$ cat src/rtl/dino_pkg.sv
// Shared types and constants for the run timer: FSM state encoding,
// the mm:ss saturation value and the default frame rate.
package dino_pkg;

    typedef enum logic [1:0] {
        IDLE   = 2'd0,
        RUN    = 2'd1,
        PAUSED = 2'd2,
        OVER   = 2'd3
    } run_state_t;

    localparam logic [15:0] BCD_TIME_MAX       = 16'h9959;
    localparam int          FRAMES_PER_SEC_DEF = 60;

endpackage

$ cat src/rtl/bcd_digit.sv
// One BCD digit of the time cascade. Counts 0..MOD-1 while enabled.
// co flags the enabled step that rolls the digit over, so it can drive
// the enable of the next digit up.
module bcd_digit #(
    parameter int MOD = 10
) (
    input  logic       clk,
    input  logic       rst_n,
    input  logic       en,
    input  logic       clr,
    output logic [3:0] digit,
    output logic       co
);

    localparam logic [3:0] DMAX = 4'(MOD - 1);

    assign co = en && (digit == DMAX);

    // Digit register: clear has priority, then roll over or increment.
    always_ff @(posedge clk or negedge rst_n) begin
        if (!rst_n)
            digit <= 4'd0;
        else if (clr)
            digit <= 4'd0;
        else if (en)
            digit <= co ? 4'd0 : digit + 4'd1;
    end

endmodule

$ cat src/rtl/run_timer.sv
// Game run-time timekeeper: counts vsync frames during a run, converts
// them to a saturating mm:ss BCD value and keeps a best-run record.
// Optional feature macro: RUN_TIMER_BEST_EN (best register, compare,
// new_best pulse and show_best mux). Without it nums shows the current time.
module run_timer
    import dino_pkg::*;
#(
    parameter int FRAMES_PER_SEC = FRAMES_PER_SEC_DEF
) (
    input  logic        clk,
    input  logic        rst_n,
    input  logic        vsync,
    input  logic        new_game,
    input  logic        run,
    input  logic        game_over,
    input  logic        show_best,
    output logic [15:0] nums,
    output logic        new_best,
    output logic [1:0]  state
);

    localparam int            FW   = (FRAMES_PER_SEC > 1) ? $clog2(FRAMES_PER_SEC) : 1;
    localparam logic [FW-1:0] FMAX = FW'(FRAMES_PER_SEC - 1);

    logic          vs_s1, vs_s2, vs_prev;
    logic          tick;
    run_state_t    st, st_nxt;
    logic [FW-1:0] frame_cnt;
    logic          frame_wrap;
    logic          cnt_en;
    logic          sec_en;
    logic [15:0]   cur;
    logic [3:0]    carry;

    // vsync synchroniser plus edge register.
    always_ff @(posedge clk or negedge rst_n) begin
        if (!rst_n) begin
            vs_s1   <= 1'b0;
            vs_s2   <= 1'b0;
            vs_prev <= 1'b0;
        end else begin
            vs_s1   <= vsync;
            vs_s2   <= vs_s1;
            vs_prev <= vs_s2;
        end
    end

    assign tick = vs_s2 && !vs_prev;

    // Next-state logic; new_game overrides everything, including game_over.
    always_comb begin
        st_nxt = st;
        if (new_game) begin
            st_nxt = run ? RUN : PAUSED;
        end else begin
            case (st)
                IDLE:    st_nxt = IDLE;
                RUN:     st_nxt = game_over ? OVER : (run ? RUN : PAUSED);
                PAUSED:  st_nxt = game_over ? OVER : (run ? RUN : PAUSED);
                OVER:    st_nxt = IDLE;
                default: st_nxt = IDLE;
            endcase
        end
    end

    // State register.
    always_ff @(posedge clk or negedge rst_n) begin
        if (!rst_n)
            st <= IDLE;
        else
            st <= st_nxt;
    end

    assign state = st;

    // Frame counting only in RUN; a new_game in the same cycle clears instead.
    assign cnt_en     = (st == RUN) && tick && !new_game;
    assign frame_wrap = (frame_cnt == FMAX);

    // Frame counter keeps wrapping even once the digits saturate.
    always_ff @(posedge clk or negedge rst_n) begin
        if (!rst_n)
            frame_cnt <= '0;
        else if (new_game)
            frame_cnt <= '0;
        else if (cnt_en)
            frame_cnt <= frame_wrap ? '0 : frame_cnt + 1'b1;
    end

    assign sec_en = cnt_en && frame_wrap && (cur != BCD_TIME_MAX);

    bcd_digit #(.MOD(10)) u_sec_ones (
        .clk(clk), .rst_n(rst_n), .en(sec_en),   .clr(new_game),
        .digit(cur[3:0]),   .co(carry[0])
    );
    bcd_digit #(.MOD(6))  u_sec_tens (
        .clk(clk), .rst_n(rst_n), .en(carry[0]), .clr(new_game),
        .digit(cur[7:4]),   .co(carry[1])
    );
    bcd_digit #(.MOD(10)) u_min_ones (
        .clk(clk), .rst_n(rst_n), .en(carry[1]), .clr(new_game),
        .digit(cur[11:8]),  .co(carry[2])
    );
    bcd_digit #(.MOD(10)) u_min_tens (
        .clk(clk), .rst_n(rst_n), .en(carry[2]), .clr(new_game),
        .digit(cur[15:12]), .co(carry[3])
    );

`ifdef RUN_TIMER_BEST_EN
    logic [15:0] best;
    logic        beats;

    // BCD digits are ordered, so a plain unsigned compare ranks times.
    assign beats    = (cur > best);
    assign new_best = (st == OVER) && beats;

    // Best record latches on leaving OVER when strictly beaten.
    always_ff @(posedge clk or negedge rst_n) begin
        if (!rst_n)
            best <= 16'h0000;
        else if (new_best)
            best <= cur;
    end

    // Registered display select.
    always_ff @(posedge clk or negedge rst_n) begin
        if (!rst_n)
            nums <= 16'h0000;
        else
            nums <= show_best ? best : cur;
    end
`else
    logic unused_inputs;
    assign unused_inputs = show_best ^ carry[3];
    assign new_best      = 1'b0;

    // Registered display of the current time.
    always_ff @(posedge clk or negedge rst_n) begin
        if (!rst_n)
            nums <= 16'h0000;
        else
            nums <= cur;
    end
`endif

`ifdef RUN_TIMER_BEST_EN
    logic unused_carry;
    assign unused_carry = carry[3];
`endif

endmodule

$ cat config.mk
export PLATFORM = sky130hd
export DESIGN_NAME = run_timer
export DESIGN_NICKNAME = d
export VERILOG_FILES = /design/src/rtl/dino_pkg.sv /design/src/rtl/bcd_digit.sv /design/src/rtl/run_timer.sv
export SDC_FILE = /design/constraint.sdc
export NUM_CORES = 1
export LEC_CHECK = 0
export CAP_MARGIN = 15
export CORE_UTILIZATION = 32
export DETAILED_ROUTE_END_ITERATION = 16
export GPL_TIMING_DRIVEN = 0
export PLACE_DENSITY = 0.57
export SLEW_MARGIN = 20
export SYNTH_ARGS = -nofsm -noshare
export SYNTH_HDL_FRONTEND = slang
export SYNTH_SLANG_ARGS = --single-unit
$ cat constraint.sdc
create_clock -name clk -period 3.68 [get_ports clk]
set_input_delay 0.736 -clock clk [delete_from_list [all_inputs] [get_ports clk]]
set_output_delay 0.736 -clock clk [all_outputs]
set_load 0.03 [all_outputs]
==> results of run 1 <==
[state kept, by name, summed over array words and instances (netlist names)]
register,cells
frame_cnt,6
nums,16
state,2
u_min_ones.digit,4
u_min_tens.digit,4
u_sec_ones.digit,4
u_sec_tens.digit,4
vs_prev,1
vs_s1,1
vs_s2,1
[power groups by stage]
stage	Combinational [uW]	Clock (uW)	Sequential [uW]
after floorplan	20.2	0	498
after global placement	54.8	0	491
after detailed placement	57.4	0	492
after CTS	57.3	310	482
after global routing	63.4	335	483
final	55.9	297	482
[kinds of logic (layout without fill, tap and decap cells)]
family	Yosys count	in the layout
AOI/OAI and AO/OA	48	48
adders and majority gates	10	10
xor gates and xnor gates	1	1
buffers and inverters	18	49
DFF	43	43
other	1	1
and+or+nand+nor	49	49
[synth_stat cells, types with 2 or more instances]
library cell / n
sky130_fd_sc_hd__a21oi_1: 15
sky130_fd_sc_hd__inv_1: 10
sky130_fd_sc_hd__nor2_1: 3
sky130_fd_sc_hd__ha_1: 10
sky130_fd_sc_hd__nand2_1: 4
sky130_fd_sc_hd__o31ai_1: 7
sky130_fd_sc_hd__a211oi_1: 2
sky130_fd_sc_hd__o21ai_1: 5
sky130_fd_sc_hd__a21o_1: 2
sky130_fd_sc_hd__buf_6: 3
sky130_fd_sc_hd__or4b_1: 2
sky130_fd_sc_hd__o21ai_0: 11
sky130_fd_sc_hd__nand3_1: 5
sky130_fd_sc_hd__and3b_1: 2
sky130_fd_sc_hd__or4_1: 8
sky130_fd_sc_hd__clkbuf_1: 3
sky130_fd_sc_hd__dfrtp_1: 43
sky130_fd_sc_hd__nor3b_1: 2
sky130_fd_sc_hd__nand3b_1: 4
sky130_fd_sc_hd__or3_1: 8
sky130_fd_sc_hd__a31oi_1: 2
[worst register-to-register path, cell delays in order, from the launching register on]
cell and delay (ns):
sky130_fd_sc_hd__dfrtp_1 0.38, sky130_fd_sc_hd__inv_1 0.05, sky130_fd_sc_hd__ha_1 0.20, sky130_fd_sc_hd__nand4bb_1 0.18, sky130_fd_sc_hd__or4_1 0.48, sky130_fd_sc_hd__buf_2 0.19, sky130_fd_sc_hd__or4_1 0.47, sky130_fd_sc_hd__a211oi_1 0.23
[routing by layer]
metal  GRT usage  part of all wire
met5           0                 0
met2       0.187              0.45
met1       0.175              0.50
met3      0.0389             0.033
met4      0.0655             0.022
[layout make-up]
type,count,area [sq um],area share
multi-input cells,109,749,0.320
clock buffers,6,82.6,0.0352
plain buffers,8,57.6,0.0246
repair buffers,24,245,0.105
inverters,10,37.5,0.0160
flip-flops and latches,43,1080,0.459
well taps,72,90.1,0.0384
clock inverters,1,5.00,0.00214
[metrics by stage]
stage	std cells	utilization
5_1_grt	273	0.415
4_1_cts	273	0.415
3_5_place_dp	266	0.400
2_1_floorplan	170	-
3_3_place_gp	265	0.397
6_report	273	0.415
[path summary, 6_finish.rpt]
kind	startpoint	end	slack (ns)
min in group clk	vs_s1	vs_s2	0.35
worst max-delay path	new_game	u_min_ones.digit[2]	1.05
max in group asynchronous	rst_n	frame_cnt[1]	2.88
worst min-delay path	rst_n	nums[5]	0.33
worst min register to register	vs_s1	vs_s2	0.35
worst max register to register	state[1]	u_min_ones.digit[2]	1.41
==> qor_table.md, run 1 <==
| Step | Item | This run |
| --- | --- | --- |
| placed design | Final Wtd Congestion | 0.741 |
| logic synthesis | Share of flip-flops with an asynchronous set or reset after synthesis | 1.00 |
| sta | Final setup violating endpoints | 0 |
| clock network | Clock tree from TritonCTS | yes |
| clock network | Insertion delay of the later-clocked pin in the worst-skew pair | 0.29 ns |
| logic synthesis | Count of flip-flops with a built-in enable after synthesis | 0 |
| floorplanning | Std-Cell Core Area | 0.00564 sq mm |
| logic synthesis | Top cells by area in the synthesized netlist | sky130_fd_sc_hd__dfrtp_1, sky130_fd_sc_hd__ha_1, sky130_fd_sc_hd__a21oi_1 |
| global route | Overall global routing resource usage | 0.130 |
| logic synthesis | Share of the synthesized area in compound gates (AO/OA/AOI/OAI) | 0.148 |
| floorplanning | Number of placed I/O pins | 26 |
| global route | Wire length of the first global-routing pass | 6.17 mm |
| clock network | Count of clock tree sinks | 43 |
| sta | Post-route clock skew | 0.00598 ns |
| pwr | Combinational cell fraction of total power | 0.067 |
| detailed routing | Total Routed Length | 3.58 mm |
| detailed routing | Drc violations | 0 |
| detailed routing | Post-detailed-route count of antenna-violating nets | 0 |
| sta | Number of endpoints with negative hold slack in the final report | 0 |
| hold path | Path category of the worst min-delay check | primary input to async pin |
| placed design | Half-perimeter wire length of the detailed placement result | 2.50 mm |
| global route | Number of antenna violations at the first check in global routing | 0 |
| logic synthesis | Top flip-flop cell by instance count after synthesis | sky130_fd_sc_hd__dfrtp_1 |
| pwr | Leak pwr | 0.00101 uW |
| placed design | Placed standard-cell area | 0.00226 sq mm |
| logic synthesis | Dominant combinational cell family by area after synthesis | simple AND/OR/NAND/NOR gates |
| worst setup path | Crit Path Class | primary input to flip-flop |
| logic synthesis | Synth area leader | sky130_fd_sc_hd__dfrtp_1 |
| clock network | H-tree level count | 2 |
| pwr | Largest voltage drop on the vdd net | 146 uV |
| placed design | Worst slack at placement | 0.734 ns |
| logic synthesis | Syn_area_per_cell | 11.3 sq um |
| logic synthesis | Post-Synth Simple-Gate Area | 0.171 |
| logic synthesis | Adder-cell share of the synthesized area | 0.0651 |
| logic synthesis | Mapped Nets | 187 |
| detailed routing | WL/cell | 13.1 um |
| worst setup path | Delay contributed by the slowest stage of the critical path | 0.48 ns |
| clock network | Gates resized, CTS repair | 0 |
| pwr | Register share of total power | 0.577 |
| floorplanning | Initial standard-cell utilization of the core | 0.340 |
| layout | Number of antenna diodes | 0 |
| sta | Max Slew Vio Count | 0 |
| global route | Maximum number of pins on one net before global-route repair | 31 |
| layout | Most common cell after layout, fill and taps aside | sky130_fd_sc_hd__dfrtp_1 |
| worst setup path | Worst path depth | 6 |
| floorplanning | Die width | 79.5 um |
| flow run | Total of max-cap violations | 0 |
| floorplanning | Die Footprint | 0.00632 sq mm |
| sta | Total negative setup slack | 0 ns |
| sta | Rel. slew slack | 0.582 |
| layout | Share of final-layout standard cells stronger than drive strength 1 | 0.0846 |
| sta | Final Cycle Share | 0.714 |
| logic synthesis | Post-synthesis share of cell area spent on xor and xnor gates | 0.00456 |
| clock network | Number of hold buffers added after CTS | 0 |
| logic synthesis | Synth warn | 0 |
| layout | Commonest cells after routing, fill and taps aside | sky130_fd_sc_hd__dfrtp_1, sky130_fd_sc_hd__clkdlybuf4s50_1, sky130_fd_sc_hd__a21oi_1, sky130_fd_sc_hd__o21ai_0 |
| sta | Maximum achievable frequency | 381 MHz |
| worst setup path | Largest fanout on the critical path | 9 |
| pwr | Post-layout power | 835 uW |
| layout | Net count, final | 218 |
| layout | Final Instance Area | 0.00234 sq mm |
| logic synthesis | Top cell type's share of synthesized area | 0.560 |
| sta | Slew of the pin with the lowest slew margin | 0.621 ns |
| worst setup path | Startpoint class of the critical path | primary input |
| clock network | Clock root cell | sky130_fd_sc_hd__clkbuf_8 |
| pwr | Internal power component | 648 uW |
| detailed routing | Number of DRC markers in iteration 0 | 113 |
| pwr | Pwr/cell area | 356 mW/mm^2 |
| detailed routing | Length of the first detailed-routing pass in iterations | 4 |
| clock network | Number of buffers inserted during clock tree synthesis | 5 |
| pwr | Switching power total | 187 uW |
| pwr | Net switching share of the total power | 0.224 |
| worst setup path | Crit path buffers/inverters | 2 |
| logic synthesis | Seq cells post-synth | 43 |
| worst setup path | Req. time, crit path | 3.88 ns |
| worst setup path | Critical path data arrival time | 2.83 ns |
| clock network | Buffer levels on the longest clock path | 2 |
| worst setup path | Cell type of the slowest stage on the worst timing path | sky130_fd_sc_hd__or4_1 |
| logic synthesis | Multiplexer fraction of the synthesized cell area | 0 |
| clock network | Clock transition time at the flip-flop clock pins of the worst setup and hold paths | 0.08 ns |
| global route | Remaining Overflow, GRT | 0 |
| logic synthesis | Sequential cell area fraction in the yosys report | 0.560 |
| logic synthesis | Count of distinct cell types in the synthesized netlist | 40 |
| status | Outcome | finished clean |
| sta | Unrepaired setup endpoints after global routing | no |
| sta | Least setup slack across all paths after layout | 1.05 ns |
| detailed routing | Vias per inst | 5.00 |
| sta | Time the worst path needs with I/O delays and setup | 2.63 ns |
| placed design | Port bufs | 23 |
| detailed routing | Vias | 1,364 |
| worst setup path | Delay-heaviest family, CP | simple AND/OR/NAND/NOR gates |
| global route | Number of global-route vias before repair | 1,279 |
| worst setup path | Nature of the critical path endpoint | flip-flop |
| worst setup path | Number of cells traversed by the worst register-to-register path | 7 |
| pwr | Part of the power in the clock network | 0.356 |
| logic synthesis | Total standard cell area after synthesis | 0.00192 sq mm |
| layout | Synth-to-Final Area Change | 22.0% |
| floorplanning | Vertical extent of the die | 79.5 um |
| worst setup path | CP Cell Sequence | clkdlybuf4s50_1 -> nand4bb_1 -> or4_1 -> buf_2 -> or4_1 -> a211oi_1 |
| logic synthesis | Post-synthesis cell count | 170 |
| layout | Fill cell total of the finished layout | 535 |
| floorplanning | Std cell rows | 27 |
| clock network | Post-CTS setup-driven buffer insertion count | 0 |
| sta | Final hold slack | 0.334 ns |
| worst setup path | Critical Path Most Common Cell | sky130_fd_sc_hd__or4_1 |
No activity file was read; power rests on OpenSTA's default activity.
==> inputs of run 2 (changes only) <==
==> constraint.sdc (replaced) <==
create_clock -name clk -period 2.58 [get_ports clk]
set_input_delay 0.516 -clock clk [delete_from_list [all_inputs] [get_ports clk]]
set_output_delay 0.516 -clock clk [all_outputs]
set_load 0.03 [all_outputs]
==> results of run 2 <==
The final DEF is identical to that of run 1. Status: finished clean.
Main changes from that run: setup slack after placement 0.734 ns -> -0.146 ns; setup slack after layout 1.05 ns -> 0.172 ns; hold slack 0.334 ns -> 0.114 ns; register-to-register setup slack 1.41 ns -> 0.31 ns; total power 835 uW -> 1190 uW; worst IR drop on VDD 146 uV -> 208 uV
